$ cat config.mk
export PLATFORM = sky130hd
export DESIGN_NAME = alu4b_secuenciador
export DESIGN_NICKNAME = d
export VERILOG_FILES = /design/src/rtl/alu_seq_pkg.sv /design/src/rtl/alu_nibble_cin.sv /design/src/rtl/alu4b_secuenciador.sv
export SDC_FILE = /design/constraint.sdc
export NUM_CORES = 1
export LEC_CHECK = 0
export CAP_MARGIN = 10
export CORE_ASPECT_RATIO = 1.1
export CORE_UTILIZATION = 46
export DETAILED_ROUTE_END_ITERATION = 7
export PLACE_DENSITY = 0.89
export SLEW_MARGIN = 20
export SYNTH_ARGS = -nofsm -noshare
export SYNTH_HDL_FRONTEND = slang
export SYNTH_SLANG_ARGS = --single-unit
$ cat constraint.sdc
create_clock -name clk -period 3.3 [get_ports clk]
set_input_delay 0.66 -clock clk [delete_from_list [all_inputs] [get_ports clk]]
set_output_delay 0.66 -clock clk [all_outputs]
set_load 0.005 [all_outputs]
$ cat src/rtl/alu_seq_pkg.sv
// -----------------------------------------------------------------------------
// alu_seq_pkg
// Shared definitions for the nibble-serial add/sub/compare sequencer:
//   - op_e     : operation codes (OP_ADD, OP_SUB, OP_CMP)
//   - state_e  : controller state encoding (S_IDLE, S_RUN, S_DONE)
//   - NIBBLE   : slice width processed per cycle
//   - decode_op: maps the raw 2-bit request op onto op_e (11 folds into compare)
// -----------------------------------------------------------------------------
package alu_seq_pkg;

    localparam int NIBBLE = 4;

    typedef enum logic [1:0] {
        OP_ADD = 2'b00,
        OP_SUB = 2'b01,
        OP_CMP = 2'b10
    } op_e;

    typedef enum logic [1:0] {
        S_IDLE = 2'b00,
        S_RUN  = 2'b01,
        S_DONE = 2'b10
    } state_e;

    // The reserved code 11 is executed exactly like a compare.
    function automatic op_e decode_op(input logic [1:0] i_op);
        case (i_op)
            2'b00:   decode_op = OP_ADD;
            2'b01:   decode_op = OP_SUB;
            default: decode_op = OP_CMP;
        endcase
    endfunction

endpackage : alu_seq_pkg

$ cat src/rtl/alu_nibble_cin.sv
// -----------------------------------------------------------------------------
// alu_nibble_cin
// 4-bit adder slice with optional b-invert and explicit carry-in/carry-out.
// Computes a + (b ^ {4{inv}}) + cin, so subtraction is a + ~b + 1 with cin=1.
// Configuration macro: ALU4B_SEQ_OVF_EN adds o_cmsb (carry into bit 3) for
// signed-overflow detection by the caller.
// Ports:
//   i_a, i_b  in  4  operand nibbles
//   i_inv     in  1  invert b before the add
//   i_cin     in  1  carry into bit 0
//   o_sum     out 4  sum nibble
//   o_cout    out 1  carry out of bit 3
//   o_cmsb    out 1  carry into bit 3 (ALU4B_SEQ_OVF_EN only)
// -----------------------------------------------------------------------------
module alu_nibble_cin
    import alu_seq_pkg::*;
(
    input  logic [NIBBLE-1:0] i_a,
    input  logic [NIBBLE-1:0] i_b,
    input  logic              i_inv,
    input  logic              i_cin,
    output logic [NIBBLE-1:0] o_sum,
    output logic              o_cout
`ifdef ALU4B_SEQ_OVF_EN
    ,
    output logic              o_cmsb
`endif
);

    logic [NIBBLE-1:0] w_b;
    logic [NIBBLE:0]   w_sum_ext;

    assign w_b       = i_b ^ {NIBBLE{i_inv}};
    assign w_sum_ext = {1'b0, i_a} + {1'b0, w_b} + {{NIBBLE{1'b0}}, i_cin};
    assign o_sum     = w_sum_ext[NIBBLE-1:0];
    assign o_cout    = w_sum_ext[NIBBLE];

`ifdef ALU4B_SEQ_OVF_EN
    // The carry into the MSB is recovered from the MSB's own sum equation:
    // s3 = a3 ^ b3 ^ c3  =>  c3 = a3 ^ b3 ^ s3.
    assign o_cmsb = i_a[NIBBLE-1] ^ w_b[NIBBLE-1] ^ w_sum_ext[NIBBLE-1];
`endif

endmodule : alu_nibble_cin

$ cat src/rtl/alu4b_secuenciador.sv
// -----------------------------------------------------------------------------
// alu4b_secuenciador
// Round-robin shares one 4-bit add/sub slice between two requesters and runs
// WIDTH-bit add, subtract and compare nibble-serially (LSB first), finishing
// WIDTH/4 cycles after the operands are captured.
// Configuration macro: ALU4B_SEQ_OVF_EN adds output ovf (signed overflow of
// the final nibble, 0 for compare).
// Ports:
//   clk, rst_n        clock (rising edge), synchronous active-low reset
//   req[1:0]          request per requester, held until its gnt bit
//   op0/op1           operation per requester (00 add, 01 sub, 10/11 compare)
//   a0/a1, b0/b1      unsigned operands per requester
//   gnt[1:0]          one-hot grant pulse; operands captured in this cycle
//   busy              high from the cycle after gnt through the done cycle
//   done, done_id     one-cycle completion pulse and the requester it serves
//   result            sum or difference (0 for compare)
//   carry             add: carry-out; sub/compare: borrow
//   gt, lt, eq        unsigned compare flags (all 0 for add)
//   ovf               ALU4B_SEQ_OVF_EN only
// -----------------------------------------------------------------------------
module alu4b_secuenciador
    import alu_seq_pkg::*;
#(
    parameter int WIDTH = 16
)(
    input  logic             clk,
    input  logic             rst_n,
    input  logic [1:0]       req,
    input  logic [1:0]       op0,
    input  logic [1:0]       op1,
    input  logic [WIDTH-1:0] a0,
    input  logic [WIDTH-1:0] a1,
    input  logic [WIDTH-1:0] b0,
    input  logic [WIDTH-1:0] b1,
    output logic [1:0]       gnt,
    output logic             busy,
    output logic             done,
    output logic             done_id,
    output logic [WIDTH-1:0] result,
    output logic             carry,
    output logic             gt,
    output logic             lt,
    output logic             eq
`ifdef ALU4B_SEQ_OVF_EN
    ,
    output logic             ovf
`endif
);

    localparam int N  = WIDTH / NIBBLE;
    localparam int IW = (N > 1) ? $clog2(N) : 1;
    localparam logic [IW-1:0] LAST_IDX = IW'(N - 1);

    // Controller and datapath registers
    state_e           r_state;
    op_e              r_op;
    logic [WIDTH-1:0] r_a;
    logic [WIDTH-1:0] r_b;
    logic [IW-1:0]    r_idx;
    logic             r_cy;
    logic             r_zero;     // every difference nibble so far was zero
    logic             r_id;       // requester currently being served
    logic             r_prio;     // requester favoured on a simultaneous request
    logic             r_busy;
    logic             r_done;
    logic             r_done_id;
    logic [WIDTH-1:0] r_result;
    logic             r_carry;
    logic             r_gt;
    logic             r_lt;
    logic             r_eq;
`ifdef ALU4B_SEQ_OVF_EN
    logic             r_ovf;
`endif

    // Arbitration and slice wires
    logic [1:0]        w_gnt;
    logic              w_gid;
    logic              w_inv;
    logic              w_cin;
    logic [NIBBLE-1:0] w_sum;
    logic              w_cout;
    logic              w_last;
    logic              w_zero_all;
`ifdef ALU4B_SEQ_OVF_EN
    logic              w_cmsb;
`endif

    // Grant is combinational so that operands are captured at the end of the
    // very cycle the grant is shown. It is masked by rst_n so every output
    // reads 0 while reset is held.
    // NOTE: every always_comb output gets a default first, so no path leaves
    // it unassigned and no latch is inferred.
    always_comb begin
        w_gnt = 2'b00;
        if (rst_n && (r_state == S_IDLE)) begin
            case (req)
                2'b01:   w_gnt = 2'b01;
                2'b10:   w_gnt = 2'b10;
                2'b11:   w_gnt = r_prio ? 2'b10 : 2'b01;
                default: w_gnt = 2'b00;
            endcase
        end
    end

    assign w_gid = w_gnt[1];

    // Subtract and compare run a + ~b + 1: the +1 enters on nibble 0 only,
    // later nibbles take the registered carry.
    assign w_inv = (r_op != OP_ADD);
    assign w_cin = (r_idx == '0) ? w_inv : r_cy;

    alu_nibble_cin u_nibble (
        .i_a    (r_a[NIBBLE-1:0]),
        .i_b    (r_b[NIBBLE-1:0]),
        .i_inv  (w_inv),
        .i_cin  (w_cin),
        .o_sum  (w_sum),
        .o_cout (w_cout)
`ifdef ALU4B_SEQ_OVF_EN
        ,
        .o_cmsb (w_cmsb)
`endif
    );

    assign w_last     = (r_idx == LAST_IDX);
    assign w_zero_all = r_zero && (w_sum == '0);

    // NOTE: reset is sampled on the clock edge only; all state, including the
    // operand and result registers, is cleared so an aborted run leaves
    // nothing behind.
    // NOTE: sequential state uses non-blocking assignments so every register
    // samples pre-edge values regardless of statement order.
    always_ff @(posedge clk) begin
        if (!rst_n) begin
            r_state   <= S_IDLE;
            r_op      <= OP_ADD;
            r_a       <= '0;
            r_b       <= '0;
            r_idx     <= '0;
            r_cy      <= 1'b0;
            r_zero    <= 1'b0;
            r_id      <= 1'b0;
            r_prio    <= 1'b0;
            r_busy    <= 1'b0;
            r_done    <= 1'b0;
            r_done_id <= 1'b0;
            r_result  <= '0;
            r_carry   <= 1'b0;
            r_gt      <= 1'b0;
            r_lt      <= 1'b0;
            r_eq      <= 1'b0;
`ifdef ALU4B_SEQ_OVF_EN
            r_ovf     <= 1'b0;
`endif
        end else begin
            r_done <= 1'b0;
            case (r_state)
                S_IDLE: begin
                    if (w_gnt != 2'b00) begin
                        r_op    <= decode_op(w_gid ? op1 : op0);
                        r_a     <= w_gid ? a1 : a0;
                        r_b     <= w_gid ? b1 : b0;
                        r_id    <= w_gid;
                        r_prio  <= ~w_gid;
                        r_idx   <= '0;
                        r_cy    <= 1'b0;
                        r_zero  <= 1'b1;
                        r_busy  <= 1'b1;
                        r_state <= S_RUN;
                    end
                end

                S_RUN: begin
                    // Operands shift right so the slice always sees nibble 0;
                    // result nibbles enter from the top, LSB ending at bit 0.
                    r_a      <= {{NIBBLE{1'b0}}, r_a[WIDTH-1:NIBBLE]};
                    r_b      <= {{NIBBLE{1'b0}}, r_b[WIDTH-1:NIBBLE]};
                    r_result <= {w_sum, r_result[WIDTH-1:NIBBLE]};
                    r_cy     <= w_cout;
                    r_zero   <= w_zero_all;
                    r_idx    <= r_idx + 1'b1;

                    if (w_last) begin
                        r_state   <= S_DONE;
                        r_done    <= 1'b1;
                        r_done_id <= r_id;
                        if (r_op == OP_CMP) begin
                            r_result <= '0;
                        end
                        if (r_op == OP_ADD) begin
                            r_carry <= w_cout;
                            r_gt    <= 1'b0;
                            r_lt    <= 1'b0;
                            r_eq    <= 1'b0;
                        end else begin
                            // Final carry 0 from a + ~b + 1 means a borrow.
                            r_carry <= ~w_cout;
                            r_lt    <= ~w_cout;
                            r_eq    <= w_zero_all;
                            r_gt    <= w_cout & ~w_zero_all;
                        end
`ifdef ALU4B_SEQ_OVF_EN
                        r_ovf <= (r_op != OP_CMP) & (w_cmsb ^ w_cout);
`endif
                    end
                end

                S_DONE: begin
                    r_busy  <= 1'b0;
                    r_state <= S_IDLE;
                end

                default: begin
                    r_busy  <= 1'b0;
                    r_state <= S_IDLE;
                end
            endcase
        end
    end

    assign gnt     = w_gnt;
    assign busy    = r_busy;
    assign done    = r_done;
    assign done_id = r_done_id;
    assign result  = r_result;
    assign carry   = r_carry;
    assign gt      = r_gt;
    assign lt      = r_lt;
    assign eq      = r_eq;
`ifdef ALU4B_SEQ_OVF_EN
    assign ovf     = r_ovf;
`endif

endmodule : alu4b_secuenciador

==> report_table.html, run 1 <==
<table>
<tr><th>Metric</th><th>Value</th></tr>
<tr><th colspan="2">Cells and area</th></tr>
<tr><td>Leading cell types in the layout, fill and taps excluded</td><td>clkdlybuf4s50_1, dfxtp_1, nand2_1, mux2i_1, nor2_1</td></tr>
<tr><td>Finished Layout Cells</td><td>506</td></tr>
<tr><td>Area of the multi-input gates</td><td>0.00152 mm^2</td></tr>
<tr><td>Reg area</td><td>0.00130 mm^2</td></tr>
<tr><td>Area Growth Syn to Fin</td><td>40.2%</td></tr>
<tr><td># fillers</td><td>533</td></tr>
<tr><td>Fraction of final layout cells sized beyond drive strength 1</td><td>7.28%</td></tr>
<tr><td>Post-layout net count</td><td>502</td></tr>
<tr><td>Commonest non-fill, non-tap cell in the layout</td><td>clkdlybuf4s50_1</td></tr>
<tr><td>Number of antenna diodes</td><td>0</td></tr>
<tr><th colspan="2">STA</th></tr>
<tr><td>Final worst path period share</td><td>88.0%</td></tr>
<tr><td>PnR worst setup slack</td><td>roughly 400 ps</td></tr>
<tr><td>Setup TNS after final layout</td><td>0 ps</td></tr>
<tr><td>Maximum clock skew at final layout</td><td>around 6.3 ps</td></tr>
<tr><td>Peak Freq</td><td>345 MHz</td></tr>
<tr><td>Final Hold Fails</td><td>0</td></tr>
<tr><td>Setup-violating endpoint count in the final report</td><td>0</td></tr>
<tr><td>RSZ-0062 raised after global routing</td><td>false</td></tr>
<tr><td>Worst slew margin relative to its limit</td><td>between 60% and 70%</td></tr>
<tr><td>Minimum period implied by the final worst setup slack</td><td>2900 ps</td></tr>
<tr><td>Slew @ Worst Pin</td><td>536 ps</td></tr>
<tr><td>Max Slew Vio Count</td><td>0</td></tr>
<tr><td>Worst hold-check slack</td><td>approximately 460 ps</td></tr>
<tr><th colspan="2">Clocking</th></tr>
<tr><td>TritonCTS sink count</td><td>65</td></tr>
<tr><td>CTS clock-pin slew for the worst setup and hold paths</td><td>approximately 70 ps</td></tr>
<tr><td>TritonCTS clock tree</td><td>built</td></tr>
<tr><td>Post-CTS sizing</td><td>0</td></tr>
<tr><td>Inserted Clock Buffers</td><td>9</td></tr>
<tr><td>CTS Hold Buffers Added</td><td>0</td></tr>
<tr><td>CTS H-tree lvls</td><td>3</td></tr>
<tr><td>Post-CTS setup repair buffer count</td><td>0</td></tr>
<tr><td>Maximum clock path buffer count</td><td>2</td></tr>
<tr><td>Root buffer selected by CTS</td><td>clkbuf_8</td></tr>
<tr><td>Skew-Pair Late Insertion Delay</td><td>roughly 340 ps</td></tr>
<tr><th colspan="2">Status</th></tr>
<tr><td>Status</td><td>finished, final reports clean</td></tr>
<tr><th colspan="2">Route</th></tr>
<tr><td>Total Wirelength</td><td>~7 mm</td></tr>
<tr><td>Number of search-and-repair iterations in the first detailed-routing pass</td><td>5</td></tr>
<tr><td>DRC viols</td><td>0</td></tr>
<tr><td>Initial DRC Count</td><td>about 130</td></tr>
<tr><td>Routed wirelength normalized by instance count</td><td>14.2 um</td></tr>
<tr><td>Residual antenna-violating net count after detailed routing</td><td>0</td></tr>
<tr><td>Vias per Instance</td><td>5.57</td></tr>
<tr><td>Total via count after detailed routing</td><td>about 2800</td></tr>
<tr><th colspan="2">Logic synthesis</th></tr>
<tr><td>Number of warnings printed during yosys synthesis</td><td>0</td></tr>
<tr><td>Post-synthesis cell type with the largest combined area</td><td>dfxtp_1</td></tr>
<tr><td>Synth unique cells</td><td>41</td></tr>
<tr><td>Number of standard cells after synthesis</td><td>328</td></tr>
<tr><td>Leading cell types by total area after synthesis</td><td>dfxtp_1, mux2i_1, a32oi_1</td></tr>
<tr><td>Combined area of all synthesized cells</td><td>0.00299 mm^2</td></tr>
<tr><td>Number of flip-flops and latches in the synthesized netlist</td><td>65</td></tr>
<tr><td>Seq/Total Area, Yosys</td><td>roughly 43%</td></tr>
<tr><td>Synth Net Count</td><td>around 400</td></tr>
<tr><td>Synthesized area per cell</td><td>about 9.1 um^2</td></tr>
<tr><td>Share of the synthesized area in the top cell type</td><td>between 40% and 50%</td></tr>
<tr><th colspan="2">Critical path</th></tr>
<tr><td>Largest stage delay on the critical path</td><td>520 ps</td></tr>
<tr><td>CP cell instances</td><td>clkdlybuf4s50_1 &gt; nor3b_4 &gt; nand3_1 &gt; inv_1 &gt; clkdlybuf4s50_1</td></tr>
<tr><td>Slowest library cell on the worst path</td><td>clkdlybuf4s50_1</td></tr>
<tr><td>Dominant cell type by count on the critical path</td><td>clkdlybuf4s50_1</td></tr>
<tr><td>Startpoint kind of the worst setup timing path</td><td>primary input</td></tr>
<tr><td>Required arrival time at the worst endpoint</td><td>2640 ps</td></tr>
<tr><td>Crit. End Element</td><td>output pin</td></tr>
<tr><td>R2r startpoint</td><td>r_op[1]$_SDFFE_PN0P_</td></tr>
<tr><td>Data arrival, critical path</td><td>2240 ps</td></tr>
<tr><td>Crit Path Class</td><td>primary input to output pin</td></tr>
<tr><td>Worst setup path endpoint</td><td>gnt[0]</td></tr>
<tr><td>Register-to-Register Path Depth</td><td>11</td></tr>
<tr><td>Highest fanout seen on the critical path</td><td>4</td></tr>
<tr><td>Worst setup path startpoint</td><td>rst_n</td></tr>
<tr><td>RR Endpoint</td><td>carry$_SDFFE_PN0P_</td></tr>
<tr><td>Worst setup slack for register-to-register paths</td><td>560 ps</td></tr>
<tr><th colspan="2">Worst hold path</th></tr>
<tr><td>Worst hold path class</td><td>flop to flop</td></tr>
<tr><th colspan="2">Global route</th></tr>
<tr><td>GRT Util Overall</td><td>22.2%</td></tr>
<tr><td>Number of antenna violations at the first check in global routing</td><td>0</td></tr>
<tr><td>Overall overflow remaining after global route</td><td>0</td></tr>
<tr><td>Largest net degree at the start of global routing</td><td>36</td></tr>
<tr><td>Wire length of the first global-routing pass</td><td>approximately 12 mm</td></tr>
<tr><td>Vias in the first global route</td><td>2650</td></tr>
<tr><th colspan="2">Placed design</th></tr>
<tr><td>Post-DP HPWL</td><td>5.33 mm</td></tr>
<tr><td>Input/output buffers</td><td>96</td></tr>
<tr><td>Placed Instances</td><td>about 500</td></tr>
<tr><td>Pre-CTS setup slack</td><td>approximately 370 ps</td></tr>
<tr><td>Placer Congestion</td><td>0.783</td></tr>
<tr><th colspan="2">Floorplanning</th></tr>
<tr><td>I/O Pins</td><td>97</td></tr>
<tr><td>Die outline area</td><td>0.00683 mm^2</td></tr>
<tr><td>Die span in y</td><td>86.6 um</td></tr>
<tr><td>Initial Utilization</td><td>48.0%</td></tr>
<tr><td>Site Rows</td><td>30</td></tr>
<tr><td>Core region area</td><td>0.00623 mm^2</td></tr>
<tr><td>Die extent in x</td><td>78.9 um</td></tr>
<tr><th colspan="2">Power and ir drop</th></tr>
<tr><td>Power per cell area</td><td>461 mW/mm^2</td></tr>
<tr><td>Worst voltage drop across the vdd grid</td><td>0.353 mV</td></tr>
<tr><td>Leakage power of the design</td><td>1.54 nW</td></tr>
<tr><td>Overall power</td><td>0.00193 W</td></tr>
<tr><th colspan="2">Flow run</th></tr>
<tr><td>Max-capacitance violation count</td><td>0</td></tr>
</table>
==> worst min-delay path by stage <==
stage | endpoint | cells after the start | start | slack [ps]
floorplan | r_a[0]$_SDFFE_PN0P_ | 2 | r_a[4]$_SDFFE_PN0P_ | 430
global placement | r_a[0]$_SDFFE_PN0P_ | 2 | r_a[4]$_SDFFE_PN0P_ | 440
detailed placement | r_b[8]$_SDFFE_PN0P_ | 2 | r_b[12]$_SDFFE_PN0P_ | 450
CTS | done_id$_SDFFE_PN0P_ | 2 | done_id$_SDFFE_PN0P_ | 470
global route | done_id$_SDFFE_PN0P_ | 2 | done_id$_SDFFE_PN0P_ | 490
finish | done_id$_SDFFE_PN0P_ | 2 | done_id$_SDFFE_PN0P_ | 460
==> state kept, by name (all words and copies together) (netlist names) <==
name / cells
r_a: 16
r_b: 16
result: 16
r_idx: 2
r_op: 2
r_state: 2
busy: 1
carry: 1
done: 1
done_id: 1
eq: 1
gt: 1
lt: 1
r_cy: 1
r_id: 1
r_prio: 1
r_zero: 1
==> layout make-up <==
type | instances | area share, %
Tap cell | 80 | 2.39
Clock inverter | 3 | 0.954
Clock buffer | 13 | 3.55
Sequential cell | 65 | 31.0
Timing Repair Buffer | 107 | 24.9
Inverter | 11 | 1.04
Multi-Input combinational cell | 227 | 36.2
==> per-stage QoR <==
step	area, um^2	utilization, %
finish	4200	67.3
global route	4200	67.3
CTS	4200	67.3
detailed placement	4010	64.3
global placement	4010	64.3
floorplan	2990	-
==> critical path, delay by kind of cell <==
kind | cells | cell delay (ps)
buffers and inverters | 3 | 1130
AND/OR/NAND/NOR | 2 | 450
==> metal layers <==
metal	share of wire (%)	track usage, %
met5	0	0
met4	2.0	12.6
met3	4.8	4.21
met2	51	39.1
met1	42	25.1
==> power breakdown <==
| group | switching, W | internal, W |
|---|---|---|
| clock network | 0.000281 | 0.000368 |
| logic | 0.000192 | 0.000210 |
| registers | 0.0000398 | 0.000843 |
| total | 0.000513 | 0.00142 |
==> synthesized netlist by cell type <==
master	instances
nor3b_4	1
mux2_2	1
o211ai_1	3
o22ai_1	1
nand3b_1	4
nor3_1	6
nand3_1	12
nand3_2	1
a21o_1	1
a311oi_1	1
buf_2	7
a32o_1	1
o21a_1	2
mux2i_1	25
a32oi_1	19
or2_2	1
buf_4	2
nand2_1	33
buf_1	1
xnor2_1	5
nor4_1	1
o221ai_1	1
a22oi_1	16
nand2b_1	3
clkbuf_1	13
xor2_1	1
o21ai_1	18
ha_1	7
nor2_1	22
o31ai_1	1
o22a_1	1
buf_8	2
inv_4	1
nor2b_1	2
dfxtp_1	65
a31oi_4	1
a21oi_1	10
inv_1	10
a31oi_1	9
fa_1	2
o21ai_0	15
==> logic make-up (layout without fill, tap and decap cells) <==
logic type	count (synthesis)	after routing	synth area share, %
adder cells (fa/ha/maj)	9	9	4.26
flip-flops	65	65	43.5
AND/OR/NAND/NOR	86	86	13.3
AO/OA/AOI/OAI	100	100	22.5
buffers and inverters	36	134	5.89
XOR/XNOR	6	6	1.76
multiplexers	26	26	8.74
Note: power is estimated with default switching activity, not from simulation.
==> inputs of run 2 (changes only) <==
--- a/config.mk
+++ b/config.mk
@@ -12,3 +12,2 @@
 export PLACE_DENSITY = 0.89
-export SLEW_MARGIN = 20
 export SYNTH_ARGS = -nofsm -noshare
==> constraint.sdc (replaced) <==
create_clock -name clk -period 3.3 [get_ports clk]
set_input_delay 0.99 -clock clk [delete_from_list [all_inputs] [get_ports clk]]
set_output_delay 0.99 -clock clk [all_outputs]
set_load 0.005 [all_outputs]
==> report_table.html, run 2 (synthesis results as in run 1) <==
<table>
<tr><th>Metric</th><th>Value</th></tr>
<tr><th colspan="2">Status</th></tr>
<tr><td>Status</td><td>finished, final reports clean</td></tr>
<tr><th colspan="2">Global route</th></tr>
<tr><td>Number of antenna violations at the first check in global routing</td><td>0 (unchanged)</td></tr>
<tr><td>Wire length of the first global-routing pass</td><td>11.4 mm (-2.1%)</td></tr>
<tr><td>GRT Util Overall</td><td>21.7% (-0.52 points)</td></tr>
<tr><td>Overall overflow remaining after global route</td><td>0 (unchanged)</td></tr>
<tr><td>Largest net degree at the start of global routing</td><td>36 (unchanged)</td></tr>
<tr><td>Vias in the first global route</td><td>2648 (-0.075%)</td></tr>
<tr><th colspan="2">Critical path</th></tr>
<tr><td>Cell family contributing the most delay on the critical path</td><td>buffers and inverters</td></tr>
<tr><td>Required arrival time at the worst endpoint</td><td>2310 ps (-330 ps)</td></tr>
<tr><td>Dominant cell type by count on the critical path</td><td>clkdlybuf4s50_1</td></tr>
<tr><td>Crit Path Class</td><td>primary input to output pin</td></tr>
<tr><td>Slowest library cell on the worst path</td><td>clkdlybuf4s50_1</td></tr>
<tr><td>Register-to-Register Path Depth</td><td>11 (unchanged)</td></tr>
<tr><td>Startpoint kind of the worst setup timing path</td><td>primary input</td></tr>
<tr><td>R2r startpoint</td><td>r_op[1]$_SDFFE_PN0P_</td></tr>
<tr><td>Crit. End Element</td><td>output pin</td></tr>
<tr><td>Data arrival, critical path</td><td>2240 ps (about the same)</td></tr>
<tr><td>RR Endpoint</td><td>carry$_SDFFE_PN0P_</td></tr>
<tr><td>Crit path buf inv count</td><td>3 (unchanged)</td></tr>
<tr><td>Highest fanout seen on the critical path</td><td>3 (-1)</td></tr>
<tr><td>CP cell instances</td><td>clkdlybuf4s50_1 &gt; nand2b_1 &gt; nand3_2 &gt; inv_4 &gt; clkdlybuf4s50_1</td></tr>
<tr><td>Worst setup slack for register-to-register paths</td><td>560 ps (about the same)</td></tr>
<tr><td>Largest stage delay on the critical path</td><td>490 ps (-30 ps)</td></tr>
<tr><th colspan="2">Worst hold path</th></tr>
<tr><td>Worst hold path class</td><td>flop to flop</td></tr>
<tr><td>HP Start</td><td>done_id$_SDFFE_PN0P_</td></tr>
<tr><td>Worst Hold Path EP</td><td>done_id$_SDFFE_PN0P_</td></tr>
<tr><td>Min-Delay Path Depth</td><td>2 (unchanged)</td></tr>
<tr><th colspan="2">Placed design</th></tr>
<tr><td>Placed cell areas</td><td>0.00401 mm^2 (unchanged)</td></tr>
<tr><td>Post-DP HPWL</td><td>5.26 mm (-1.3%)</td></tr>
<tr><td>Input/output buffers</td><td>96 (unchanged)</td></tr>
<tr><td>Placer Congestion</td><td>0.770 (-1.7%)</td></tr>
<tr><th colspan="2">Clocking</th></tr>
<tr><td>CTS clock-pin slew for the worst setup and hold paths</td><td>60 ps (about the same)</td></tr>
<tr><td>CTS H-tree lvls</td><td>3 (unchanged)</td></tr>
<tr><td>Skew-Pair Late Insertion Delay</td><td>340 ps (about the same)</td></tr>
<tr><td>CTS Hold Buffers Added</td><td>0 (unchanged)</td></tr>
<tr><td>Inserted Clock Buffers</td><td>9 (unchanged)</td></tr>
<tr><td>Maximum clock path buffer count</td><td>2 (unchanged)</td></tr>
<tr><td>TritonCTS sink count</td><td>65 (unchanged)</td></tr>
<tr><td>TritonCTS clock tree</td><td>built</td></tr>
<tr><td>Root buffer selected by CTS</td><td>clkbuf_8</td></tr>
<tr><th colspan="2">STA</th></tr>
<tr><td>Peak Freq</td><td>309 MHz (-10%)</td></tr>
<tr><td>Max Slew Vio Count</td><td>0 (unchanged)</td></tr>
<tr><td>Final worst path period share</td><td>97.9% (+10 points)</td></tr>
<tr><td>Setup-violating endpoint count in the final report</td><td>0 (unchanged)</td></tr>
<tr><td>Minimum period implied by the final worst setup slack</td><td>3230 ps (+330 ps)</td></tr>
<tr><td>Final Hold Fails</td><td>0 (unchanged)</td></tr>
<tr><td>Worst hold-check slack</td><td>458 ps (-0.735 ps)</td></tr>
<tr><td>Worst slew margin relative to its limit</td><td>31.8% (-32 points)</td></tr>
<tr><td>Maximum clock skew at final layout</td><td>7.51 ps (+1.25 ps)</td></tr>
<tr><td>RSZ-0062 raised after global routing</td><td>false</td></tr>
<tr><td>Slew @ Worst Pin</td><td>1020 ps (+487 ps)</td></tr>
<tr><th colspan="2">Route</th></tr>
<tr><td>Number of search-and-repair iterations in the first detailed-routing pass</td><td>4 (-1)</td></tr>
<tr><td>Top layer reached by signal wires</td><td>met4</td></tr>
<tr><td>Vias per Instance</td><td>5.56 (-0.26%)</td></tr>
<tr><td>Routed length on met1</td><td>2.87 mm (-4.5%)</td></tr>
<tr><td>DRC viols</td><td>0 (unchanged)</td></tr>
<tr><td>Amount of wire on met3 after detailed routing</td><td>395 um (+13%)</td></tr>
<tr><td>Total via count after detailed routing</td><td>2806 (-0.46%)</td></tr>
<tr><td>Initial DRC Count</td><td>182 (+42%)</td></tr>
<tr><td>Residual antenna-violating net count after detailed routing</td><td>0 (unchanged)</td></tr>
<tr><td>Total Wirelength</td><td>7.07 mm (-1.9%)</td></tr>
<tr><td>Length of routed met2 wiring</td><td>3.62 mm (-2.0%)</td></tr>
<tr><td>Routed wirelength normalized by instance count</td><td>14.0 um (-1.7%)</td></tr>
<tr><th colspan="2">Flow run</th></tr>
<tr><td>Max-capacitance violation count</td><td>0 (unchanged)</td></tr>
<tr><th colspan="2">Power and ir drop</th></tr>
<tr><td>Net load switching power</td><td>0.000494 W (-3.8%)</td></tr>
<tr><td>Power per cell area</td><td>444 mW/mm^2 (-3.8%)</td></tr>
<tr><td>Worst voltage drop across the vdd grid</td><td>0.337 mV (-4.4%)</td></tr>
<tr><td>Internal power</td><td>0.00136 W (-4.4%)</td></tr>
<tr><td>Leakage power of the design</td><td>1.53 nW (-0.57%)</td></tr>
<tr><td>Fraction of power consumed by sequential logic</td><td>47.7% (+2.1 points)</td></tr>
<tr><td>Clock network fraction of total power</td><td>30.8% (-2.8 points)</td></tr>
<tr><td>Switch share</td><td>26.7% (+0.13 points)</td></tr>
<tr><td>Gate power share</td><td>21.5% (+0.7 points)</td></tr>
<tr><th colspan="2">Cells and area</th></tr>
<tr><td>Number of antenna diodes</td><td>0 (unchanged)</td></tr>
<tr><td>Post-layout net count</td><td>503 (+0.20%)</td></tr>
<tr><td>Commonest non-fill, non-tap cell in the layout</td><td>clkdlybuf4s50_1</td></tr>
<tr><td>Area Growth Syn to Fin</td><td>39.5%</td></tr>
<tr><td>Leading cell types in the layout, fill and taps excluded</td><td>clkdlybuf4s50_1, dfxtp_1, nand2_1, mux2i_1, nor2_1</td></tr>
<tr><td>Fraction of final layout cells sized beyond drive strength 1</td><td>7.06% (-0.22 points)</td></tr>
<tr><td>Finished layout cell area</td><td>0.00418 mm^2 (-0.48%)</td></tr>
<tr><td>Final cell utilization of the core</td><td>67.0% (-0.32 points)</td></tr>
<tr><th colspan="2">Floorplanning</th></tr>
<tr><td>Initial Utilization</td><td>48.0% (unchanged)</td></tr>
<tr><td>I/O Pins</td><td>97 (unchanged)</td></tr>
<tr><td>Site Rows</td><td>30 (unchanged)</td></tr>
<tr><td>Core region area</td><td>0.00623 mm^2 (unchanged)</td></tr>
<tr><td>Die outline area</td><td>0.00683 mm^2 (unchanged)</td></tr>
<tr><td>Die extent in x</td><td>78.9 um (unchanged)</td></tr>
<tr><td>Die span in y</td><td>86.6 um (unchanged)</td></tr>
</table>
[run 2: how the worst max path moves through the flow]
stage	from	end	slack [ps]	depth (start not counted)
5_1_grt	rst_n	gnt[0]	0.9	5
3_3_place_gp	rst_n	gnt[0]	-210	5
2_1_floorplan	rst_n	gnt[1]	530	5
3_5_place_dp	rst_n	gnt[1]	-260	5
6_report	req[0]	gnt[1]	70	5
4_1_cts	req[0]	gnt[1]	60	5
[run 2: metal layers]
layer,global-route usage [%],up-vias
li1,-,1380
met1,24.4,1304
met5,0,-
met3,5.58,17
met4,10.6,0
met2,38.1,105
[run 2: timing repair]
item / CTS / global route
setup endpoints to repair: 2 / 0
gates resized for setup: 1 / 0
buffers inserted: 1 / 0
[run 2: tightest hold or removal path: stages (launching register included)]
cell and delay [ps]:
dfxtp_1 310, nand2_1 50, a21oi_1 50
[run 2: power by group through the flow]
stage          clock network, W  registers, W  logic [W]
6_report               0.000571      0.000883   0.000398
3_5_place_dp                  0      0.000899   0.000395
2_1_floorplan                 0      0.000888   0.000234
4_1_cts                0.000580      0.000882   0.000398
5_1_grt                0.000620      0.000888   0.000438
3_3_place_gp                  0      0.000896   0.000382
[run 2: area by class of cell]
cell class	count	area, um^2
well taps	80	100
flip-flops and latches	65	1300
clock buffers	14	163
repair buffers	108	1050
inverters	11	43.8
multi-input cells	227	1520
fillers	515	2050
[run 2: stage by stage]
stage / setup slack (ps) / TNS [ps] / instances / total power [W]
after global routing: 0.928 / 0 / 505 / 0.00195
final: 67.7 / 0 / 505 / 0.00185
after floorplan: 530 / 0 / 328 / 0.00112
after detailed placement: -263 / -515 / 490 / 0.00129
after global placement: -215 / -429 / 490 / 0.00128
after CTS: 62.2 / 0 / 505 / 0.00186
